==> config.mk <==
export PLATFORM = sky130hd
export DESIGN_NAME = alu_arbiter
export DESIGN_NICKNAME = d
export VERILOG_FILES = /design/src/rtl/alu_pkg.sv /design/src/rtl/rr_arb2.sv /design/src/rtl/alu_arbiter.sv
export SDC_FILE = /design/constraint.sdc
export NUM_CORES = 1
export LEC_CHECK = 0
export ABC_CLOCK_PERIOD_IN_PS = 2070
export CAP_MARGIN = 20
export CORE_AREA = 2 2 242 244
export DETAILED_ROUTE_END_ITERATION = 6
export DIE_AREA = 0 0 244 246
export GPL_ROUTABILITY_DRIVEN = 1
export SKIP_CTS_REPAIR_TIMING = 1
export SLEW_MARGIN = 0
export SYNTH_ARGS = -nofsm -noshare
export SYNTH_HDL_FRONTEND = slang
export SYNTH_SLANG_ARGS = --single-unit
==> constraint.sdc <==
create_clock -name CLK -period 2.07 [get_ports CLK]
set_input_delay 0.207 -clock CLK [delete_from_list [all_inputs] [get_ports CLK]]
set_output_delay 0.207 -clock CLK [all_outputs]
set_load 0.05 [all_outputs]
==> src/rtl/alu_pkg.sv <==
// Shared ALU definitions: funct encodings, requester indices and default width.
package alu_pkg;

    localparam int unsigned XLEN_DEFAULT = 64;

    // RV64I funct3 encodings
    localparam logic [2:0] F3_ADDSUB = 3'b000;
    localparam logic [2:0] F3_SLL    = 3'b001;
    localparam logic [2:0] F3_SLT    = 3'b010;
    localparam logic [2:0] F3_SLTU   = 3'b011;
    localparam logic [2:0] F3_XOR    = 3'b100;
    localparam logic [2:0] F3_SRLSRA = 3'b101;
    localparam logic [2:0] F3_OR     = 3'b110;
    localparam logic [2:0] F3_AND    = 3'b111;

    localparam logic [6:0] F7_SUB = 7'b0100000;

    // Requester indices
    localparam int unsigned REQ_EXE = 0;
    localparam int unsigned REQ_AGU = 1;

endpackage

==> src/rtl/rr_arb2.sv <==
// Two-way round-robin picker; the pointer names who wins when both ask.
module rr_arb2 (
    input  logic       CLK,
    input  logic       RST,
    input  logic [1:0] elig_req,
    input  logic       fire,
    output logic [1:0] grant,
    output logic       ptr
);

    logic ptr_q, ptr_d;

    // Pick the pointed requester on contention, else the lone asker; advance only on fire.
    always_comb begin
        grant = elig_req;
        if (elig_req == 2'b11) begin
            grant = ptr_q ? 2'b10 : 2'b01;
        end
        ptr_d = ptr_q;
        if (fire) begin
            // Pointer moves to the requester that did not just win.
            ptr_d = grant[0];
        end
    end

    // Priority pointer register.
    always_ff @(posedge CLK) begin
        if (RST) begin
            ptr_q <= 1'b0;
        end else begin
            ptr_q <= ptr_d;
        end
    end

    assign ptr = ptr_q;

endmodule

==> src/rtl/alu_arbiter.sv <==
// Shares one registered ALU between the execute stage and the AGU/branch path,
// tracking the in-flight op and buffering each requester's result.
module alu_arbiter
    import alu_pkg::*;
#(
    parameter int unsigned XLEN = alu_pkg::XLEN_DEFAULT
) (
    input  logic            CLK,
    input  logic            RST,
    input  logic [1:0]      req_valid,
    output logic [1:0]      req_ready,
    input  logic [1:0]      req_imm,
    input  logic [XLEN-1:0] req0_op1,
    input  logic [XLEN-1:0] req0_op2,
    input  logic [XLEN-1:0] req1_op1,
    input  logic [XLEN-1:0] req1_op2,
    input  logic [2:0]      req0_funct3,
    input  logic [2:0]      req1_funct3,
    input  logic [6:0]      req0_funct7,
    input  logic [6:0]      req1_funct7,
    output logic [1:0]      rsp_valid,
    input  logic [1:0]      rsp_ready,
    output logic [XLEN-1:0] rsp0_data,
    output logic [XLEN-1:0] rsp1_data,
    output logic            alu_imm,
    output logic [XLEN-1:0] alu_op1,
    output logic [XLEN-1:0] alu_op2,
    output logic [2:0]      alu_funct3,
    output logic [6:0]      alu_funct7,
    input  logic [XLEN-1:0] alu_res
);

    logic [1:0]      inflight_q, inflight_d;
    logic [1:0]      slot_full_q, slot_full_d;
    logic [XLEN-1:0] slot0_q, slot0_d;
    logic [XLEN-1:0] slot1_q, slot1_d;
    logic [1:0]      elig, elig_req, grant, fire;
    logic            ptr;

    // Eligibility and ready; ready ignores the requester's own valid so it can't loop back.
    always_comb begin
        elig = 2'b00;
        for (int i = 0; i < 2; i++) begin
            // A full slot still admits an issue if it drains this cycle.
            elig[i] = !RST && !inflight_q[i] && (!slot_full_q[i] || rsp_ready[i]);
        end
        elig_req = req_valid & elig;
        req_ready[REQ_EXE] = elig[REQ_EXE] && (!elig_req[REQ_AGU] || !ptr);
        req_ready[REQ_AGU] = elig[REQ_AGU] && (!elig_req[REQ_EXE] || ptr);
        fire = req_valid & req_ready;
    end

    rr_arb2 u_arb (
        .CLK      (CLK),
        .RST      (RST),
        .elig_req (elig_req),
        .fire     (|fire),
        .grant    (grant),
        .ptr      (ptr)
    );

    // Operand mux onto the ALU; idle cycles present ADD 0+0 whose result is discarded.
    always_comb begin
        alu_imm    = 1'b0;
        alu_op1    = '0;
        alu_op2    = '0;
        alu_funct3 = 3'b000;
        alu_funct7 = 7'b0000000;
        unique case (grant)
            2'b01: begin
                alu_imm    = req_imm[REQ_EXE];
                alu_op1    = req0_op1;
                alu_op2    = req0_op2;
                alu_funct3 = req0_funct3;
                alu_funct7 = req0_funct7;
            end
            2'b10: begin
                alu_imm    = req_imm[REQ_AGU];
                alu_op1    = req1_op1;
                alu_op2    = req1_op2;
                alu_funct3 = req1_funct3;
                alu_funct7 = req1_funct7;
            end
            default: ;
        endcase
    end

    // In-flight tracking and result slots; a refill in the drain cycle keeps the slot full.
    always_comb begin
        inflight_d  = grant;
        slot_full_d = slot_full_q & ~(slot_full_q & rsp_ready);
        slot0_d     = slot0_q;
        slot1_d     = slot1_q;
        if (inflight_q[REQ_EXE]) begin
            slot_full_d[REQ_EXE] = 1'b1;
            slot0_d              = alu_res;
        end
        if (inflight_q[REQ_AGU]) begin
            slot_full_d[REQ_AGU] = 1'b1;
            slot1_d              = alu_res;
        end
    end

    // State registers; reset drops in-flight ops and buffered results.
    always_ff @(posedge CLK) begin
        if (RST) begin
            inflight_q  <= 2'b00;
            slot_full_q <= 2'b00;
            slot0_q     <= '0;
            slot1_q     <= '0;
        end else begin
            inflight_q  <= inflight_d;
            slot_full_q <= slot_full_d;
            slot0_q     <= slot0_d;
            slot1_q     <= slot1_d;
        end
    end

    assign rsp_valid = slot_full_q;
    assign rsp0_data = slot0_q;
    assign rsp1_data = slot1_q;

endmodule

==> results by group, run 1 <==
Run status
  • Status: finished, violations left
  • Failing checks: negative setup slack

Routing
  • Post-route ant nets: 0
  • First-pass DRT Iterations: 5
  • WL per Instance: 22.97 um
  • WL final: 50370 um
  • Via count: 8698
  • Drt drc: 0
  • Via density: 3.966
  • DRT iter0 DRCs: 263

CTS
  • Root buf cell: clkbuf_16
  • CTS max path bufs: 2
  • Clk pin slew, worst setup/hold paths: 0.06 ns
  • H-tree Lvls: 4
  • Clk_lat worst skew: 0.43 ns
  • Clk sink count: 133
  • CTS tree: built
  • Clock buffer count from CTS: 17

Cells and area
  • # fillers: 5871
  • Layout cells sized above 1: between 30% and 40%
  • Area occupied by multi-input gates: 4348 um^2
  • Flip-flop and latch area: between 2000 and 3000 um^2
  • Fin nets: 1763
  • Area growth syn-to-layout: 163.0%

Worst setup path
  • R2r startpoint: inflight_q[1]
  • CP required: 1.86 ns
  • Max stage delay on crit path: 0.42 ns
  • Crit. Startpoint: rsp_valid[0]
  • Crit. End Element: output port
  • Critical path cell sequence: nor2b_4 > nor4b_4 > buf_4 > nor4b_4 > buf_4 > ha_4 > buf_12 > nor2_1 > buf_4 > buf_12
  • Crit path to: alu_op1[3]
  • R2r worst-path depth: 4
  • Cell mode on critical path: buf_4
  • Max FO, Critical Path: 35
  • CP Launch Type: flop
  • Setup slack, reg-to-reg: 0.14 ns
  • Crit path max-delay cell type: ha_4
  • CP Class: flop to output port
  • Worst R2R End: rsp1_data[32]
  • Crit path DAT: 2.61 ns

Synthesis
  • Synth Register Bits: between 100 and 150
  • Syn Area/Cell: 8.565 um^2
  • Post-Syn Area: 6535 um^2
  • Synth warn: 0
  • Library cells used by synthesis: 23
  • Syn nets: 1113
  • Cells after Synth: 763
  • Post-synthesis sequential area ratio: 40.74%

Die
  • Initial Utilization: 11.39%
  • Die area: 60020 um^2
  • Chip Height: ~250 um
  • Row count: 88
  • Die Wd: 244 um
  • IO Count: 619
  • Core area: 57370 um^2

Placement
  • Number of I/O port buffers: 618
  • GPL Wtd Cong: 0.9346
  • Pre-CTS setup slack: -0.9516 ns
  • Dpl hpwl: 42730 um

Power and ir drop
  • Sw Pwr: ~0.0033 W
  • Int Pwr: 0.006332 W
  • Static Leak: slightly below 6 nW
  • Flop pwr share: 28.6%
  • Clk network pwr share: 31.1%
  • Pwr Density: 563.0 nW/um^2
  • Comb pwr share: 40.3%
  • Pwr Total: about 0.0097 W
  • Switching Share: 34.55%
  • Maximum vdd drop: 790.6 uV

Global route
  • Vias in the first global route: between 8k and 9k
  • Pin count of the biggest net entering global routing: 84
  • GRT Overall Usage: 15.63%
  • Final global-route overflow total: 0
  • First-pass GRT wire length: ~67000 um
  • Antenna violations before repair: 44

Timing
  • Slack of the critical path: -0.7500 ns
  • Final Slew Violations: 0
  • Clock skew: 0.008403 ns
  • Actual slew at the worst max-slew pin: between 1 and 1.5 ns
  • Hold Vio Cnt, Final: 0
  • Final Cycle Share: 136.2%
  • FMAX: 354.6 MHz
  • Max_slew headroom: ~33%
  • RSZ-0062 raised after global routing: true
  • Final setup viols: 139
  • Min Tclk post-route: 2.820 ns

Hold path
  • HP Class: primary input to flop

Job
  • # Max-Cap Violations: 0
-- synthesized netlist by cell type, drive strengths merged --
library cell  count  area (um^2)
nor2            269         1010
a22oi           139         1044
dfxtp           133         2663
mux2i           128         1281
buf              54        302.8
clkbuf           21        78.83
and2              3        18.77
nor4b             3        32.53
ha                2        25.02
nand2             2        7.510
a21oi             1        5.000
a41oi             1        8.760
inv               1        3.750
nand2b            1        6.260
nor2b             1        13.76
nor3              1        5.000
nor3b             1        12.51
o21a              1        7.510
or4b              1        10.01
-- stage by stage --
step                std cells  util [%]  hold WS, ns  area [um^2]  setup TNS [ns]
floorplan                 763         -       0.3542         7069          -44.46
global placement         2146     27.79       0.4721        15940         -192.25
detailed placement       2147     27.80       0.4805        15950         -112.26
CTS                      2179     28.82      0.07217        16530         -131.61
global route             2192     29.96       0.1180        17180         -108.84
finish                   2193     29.96       0.1120        17190          -90.95
-- per-layer routing --
| layer | up-vias | routed length [um] | GRT usage, % | part of all wire, % |
|---|---|---|---|---|
| met1 | 4122 | 18690 | 16.91 | 37 |
| met3 | 100 | 4515 | 6.035 | 9.0 |
| li1 | 3969 | - | - | - |
| met5 | - | 93 | 0 | 0.18 |
| met2 | 491 | 25930 | 28.61 | 51 |
| met4 | 16 | 1135 | 3.569 | 2.3 |
-- cells in the final DEF (no fill, tap or decap), drive strengths merged, types with 4 or more instances in the layout --
master,count
a22oi,139
buf,226
clkinv,4
nor2,269
clkdlybuf4s50,475
dfxtp,133
inv,5
clkbuf,24
mux2i,128
-- critical path, delay by kind of cell, from the launching register on --
family                   cells  cell delay (ns)
adder cells (fa/ha/maj)      1             0.42
flip-flops                   1             0.34
buffers and inverters        5             0.89
AND/OR/NAND/NOR              4             0.49
-- how the worst min path moves through the flow --
stage	from	end	slack, ns	cells after the start
3_5_place_dp	rsp0_data[23]	rsp0_data[23]	0.48	2
6_report	RST	inflight_q[1]	0.11	3
4_1_cts	RST	inflight_q[1]	0.07	3
3_3_place_gp	rsp0_data[22]	rsp0_data[22]	0.47	2
5_1_grt	RST	inflight_q[1]	0.12	3
2_1_floorplan	alu_res[0]	rsp0_data[0]	0.35	2
-- layout make-up --
type / count / share of cell area, %
flip-flops and latches: 133 / 15.58
multi-input cells: 554 / 25.30
clock buffers: 19 / 2.519
clock inverters: 13 / 0.8663
well taps: 765 / 5.569
repair buffers: 706 / 50.12
diodes: 2 / 0.02912
inverters: 1 / 0.02184
-- flip-flops by register name, indices dropped and copies added (netlist names) --
name,count
rsp0_data,64
rsp_valid,2
rsp1_data,64
u_arb.ptr,1
inflight_q,2
-- cells by family (layout without fill, tap and decap cells) --
kind of cell               after synthesis  after routing  synth area share [%]
and+or+nand+nor                        282            282                 17.08
AOI/OAI and AO/OA                      142            142                 16.29
DFF                                    133            133                 40.74
muxes                                  128            128                 19.61
buffers and inverters                   76            739                 5.897
adders and majority gates                2              2                0.3829
other                                    0              2                     0
-- power by group through the flow --
stage / clock network, W / logic (W) / registers (W)
after floorplan: 0 / 0.00130 / 0.00324
after global placement: 0 / 0.00365 / 0.00281
after detailed placement: 0 / 0.00367 / 0.00282
after CTS: 0.00308 / 0.00368 / 0.00277
after global routing: 0.00320 / 0.00408 / 0.00278
final: 0.00301 / 0.00390 / 0.00277
(Power assumes the default switching activity.)
==> inputs of run 2 (changes only) <==
- SKIP_LAST_GASP: default -> 1
==> run 2 against run 1 <==
Net effect:
- the run still ends with negative setup slack left
- design area is 0.35% lower
- clock skew hardly changed
- total power is 0.24% lower
- worst setup slack worse by 0.0078 ns
- critical path type unchanged
- critical endpoint unchanged
- highest routed layer unchanged
==> results by group, run 2 (synthesized netlist as in run 1, its figures left out) <==
Run status
  • Status: finished, violations left
  • Failing checks: negative setup slack

Global route
  • Vias in the first global route: 8691 (unchanged)
  • GRT Overall Usage: 15.63% (unchanged)
  • Pin count of the biggest net entering global routing: 84 (unchanged)
  • Final global-route overflow total: 0 (unchanged)
  • First-pass GRT wire length: 66600 um (unchanged)
  • Antenna violations before repair: 45 (+2.3%)

Routing
  • Via count: 8727 (+0.33%)
  • Via density: 3.979 (+0.33%)
  • WL per Instance: 22.97 um (about the same)
  • DRT iter0 DRCs: 266 (+1.1%)
  • Drt drc: 0 (unchanged)
  • Post-route ant nets: 0 (unchanged)
  • First-pass DRT Iterations: 5 (unchanged)
  • WL final: 50380 um (about the same)

Timing
  • FMAX: 353.6 MHz (-0.28%)
  • Final setup viols: 139 (unchanged)
  • Final Slew Violations: 0 (unchanged)
  • Hold Vio Cnt, Final: 0 (unchanged)
  • RSZ-0062 raised after global routing: true
  • Min Tclk post-route: 2.828 ns (+0.007806 ns)
  • Slack of the critical path: -0.7578 ns (-0.007806 ns)
  • Max_slew headroom: 32.50% (-0.046 points)
  • Final Cycle Share: 136.6% (+0.38 points)
  • Actual slew at the worst max-slew pin: 1.013 ns (+0.0006852 ns)
  • Clock skew: 0.008132 ns (-0.0002706 ns)

Die
  • Die area: 60020 um^2 (unchanged)
  • Core area: 57370 um^2 (unchanged)
  • Row count: 88 (unchanged)
  • Initial Utilization: 11.39% (unchanged)
  • Chip Height: 246 um (unchanged)
  • IO Count: 619 (unchanged)
  • Die Wd: 244 um (unchanged)

Worst setup path
  • Crit. End Element: output port
  • Max FO, Critical Path: 35 (unchanged)
  • Crit path DAT: 2.62 ns (about the same)
  • CP Class: flop to output port
  • CP Launch Type: flop
  • CP required: 1.86 ns (about the same)

Power and ir drop
  • Maximum vdd drop: 789.6 uV (-0.12%)
  • Clk network pwr share: 31.2% (about the same)
  • Pwr Density: 563.6 nW/um^2 (+0.11%)
  • Sw Pwr: 0.003335 W (-0.25%)
  • Switching Share: 34.55% (about the same)
  • Int Pwr: 0.006317 W (-0.23%)
  • Flop pwr share: 28.7% (about the same)
  • Static Leak: 5.897 nW (-0.22%)
  • Comb pwr share: 40.2% (about the same)

CTS
  • Clk sink count: 133 (unchanged)
  • H-tree Lvls: 4 (unchanged)
  • Root buf cell: clkbuf_16
  • Clk_lat worst skew: 0.42 ns (about the same)
  • CTS max path bufs: 2 (unchanged)
  • CTS tree: built
  • Clk pin slew, worst setup/hold paths: 0.06 ns (about the same)
  • Clock buffer count from CTS: 17 (unchanged)

Placement
  • Dpl hpwl: 42730 um (unchanged)
  • GPL Wtd Cong: 0.9346 (unchanged)
  • Post-DP Area: 15950 um^2 (unchanged)
  • Number of I/O port buffers: 618 (unchanged)
  • Pre-CTS setup slack: -0.9516 ns (unchanged)
  • Dpl cells: 2147 (unchanged)

Job
  • # Max-Cap Violations: 0 (unchanged)

Cells and area
  • Fin nets: 1763 (unchanged)
  • Most common cell after layout, fill and taps aside: clkdlybuf4s50_1
  • Final Non-Filler Cells: 2193 (unchanged)
  • Area growth syn-to-layout: 162.1%
  • Finished Cell Area: 17130 um^2 (-0.35%)
  • Layout cells sized above 1: 29.80% (-0.21 points)
  • Most frequent cells in the layout: 475 x clkdlybuf4s50_1, 165 x nor2_1, 157 x buf_12

Hold path
  • HP Class: primary input to flop
-- run 2: layout make-up --
class | count | area (um^2)
antenna | 2 | 5.005
clock buffer | 19 | 432.9
clock inverter | 13 | 148.9
fill | 5885 | 40240
inverter | 1 | 3.754
multi-input combinational | 554 | 4318
sequential | 133 | 2678
tap | 765 | 957.2
timing repair buffer | 706 | 8583
-- run 2: per-layer routing --
metal	wire [um]	track usage, %	share of wire [%]
met2	25780	28.61	51
met4	1264	3.569	2.5
met5	93	0	0.18
met3	4630	6.035	9.2
met1	18610	16.91	37
-- run 2: worst paths after layout --
kind / startpoint / to / slack (ns) / cells after the start
max: rsp_valid[0] / alu_op1[3] / -0.76 / 10
min: RST / inflight_q[1] / 0.11 / 3
max reg2reg: inflight_q[1] / rsp1_data[32] / 0.15 / 4
min reg2reg: rsp0_data[62] / rsp0_data[62] / 0.49 / 2
-- run 2: worst max-delay path, cell delays in order (launching register included) --
cell	delay [ns]
dfxtp_4	0.34
nor2b_4	0.13
nor4b_4	0.23
buf_4	0.18
nor4b_4	0.05
buf_4	0.15
ha_4	0.43
buf_12	0.27
nor2_1	0.08
buf_4	0.15
buf_12	0.14
-- run 2: power groups by stage --
stage,combinational [W],sequential [W],clock [W]
3_3_place_gp,0.00365,0.00281,0
4_1_cts,0.00368,0.00277,0.00308
2_1_floorplan,0.00130,0.00324,0
3_5_place_dp,0.00367,0.00282,0
6_report,0.00388,0.00277,0.00301
5_1_grt,0.00406,0.00278,0.00320
-- run 2: stage by stage --
stage / hold slack [ns] / total power [W] / util, % / TNS, ns
after floorplan: 0.3542 / 0.004538 / - / -44.46
after global placement: 0.4721 / 0.006462 / 27.79 / -192.25
after detailed placement: 0.4805 / 0.006490 / 27.80 / -112.26
after CTS: 0.07217 / 0.009532 / 28.82 / -131.61
after global routing: 0.1180 / 0.01004 / 29.86 / -109.37
final: 0.1105 / 0.009652 / 29.86 / -92.25
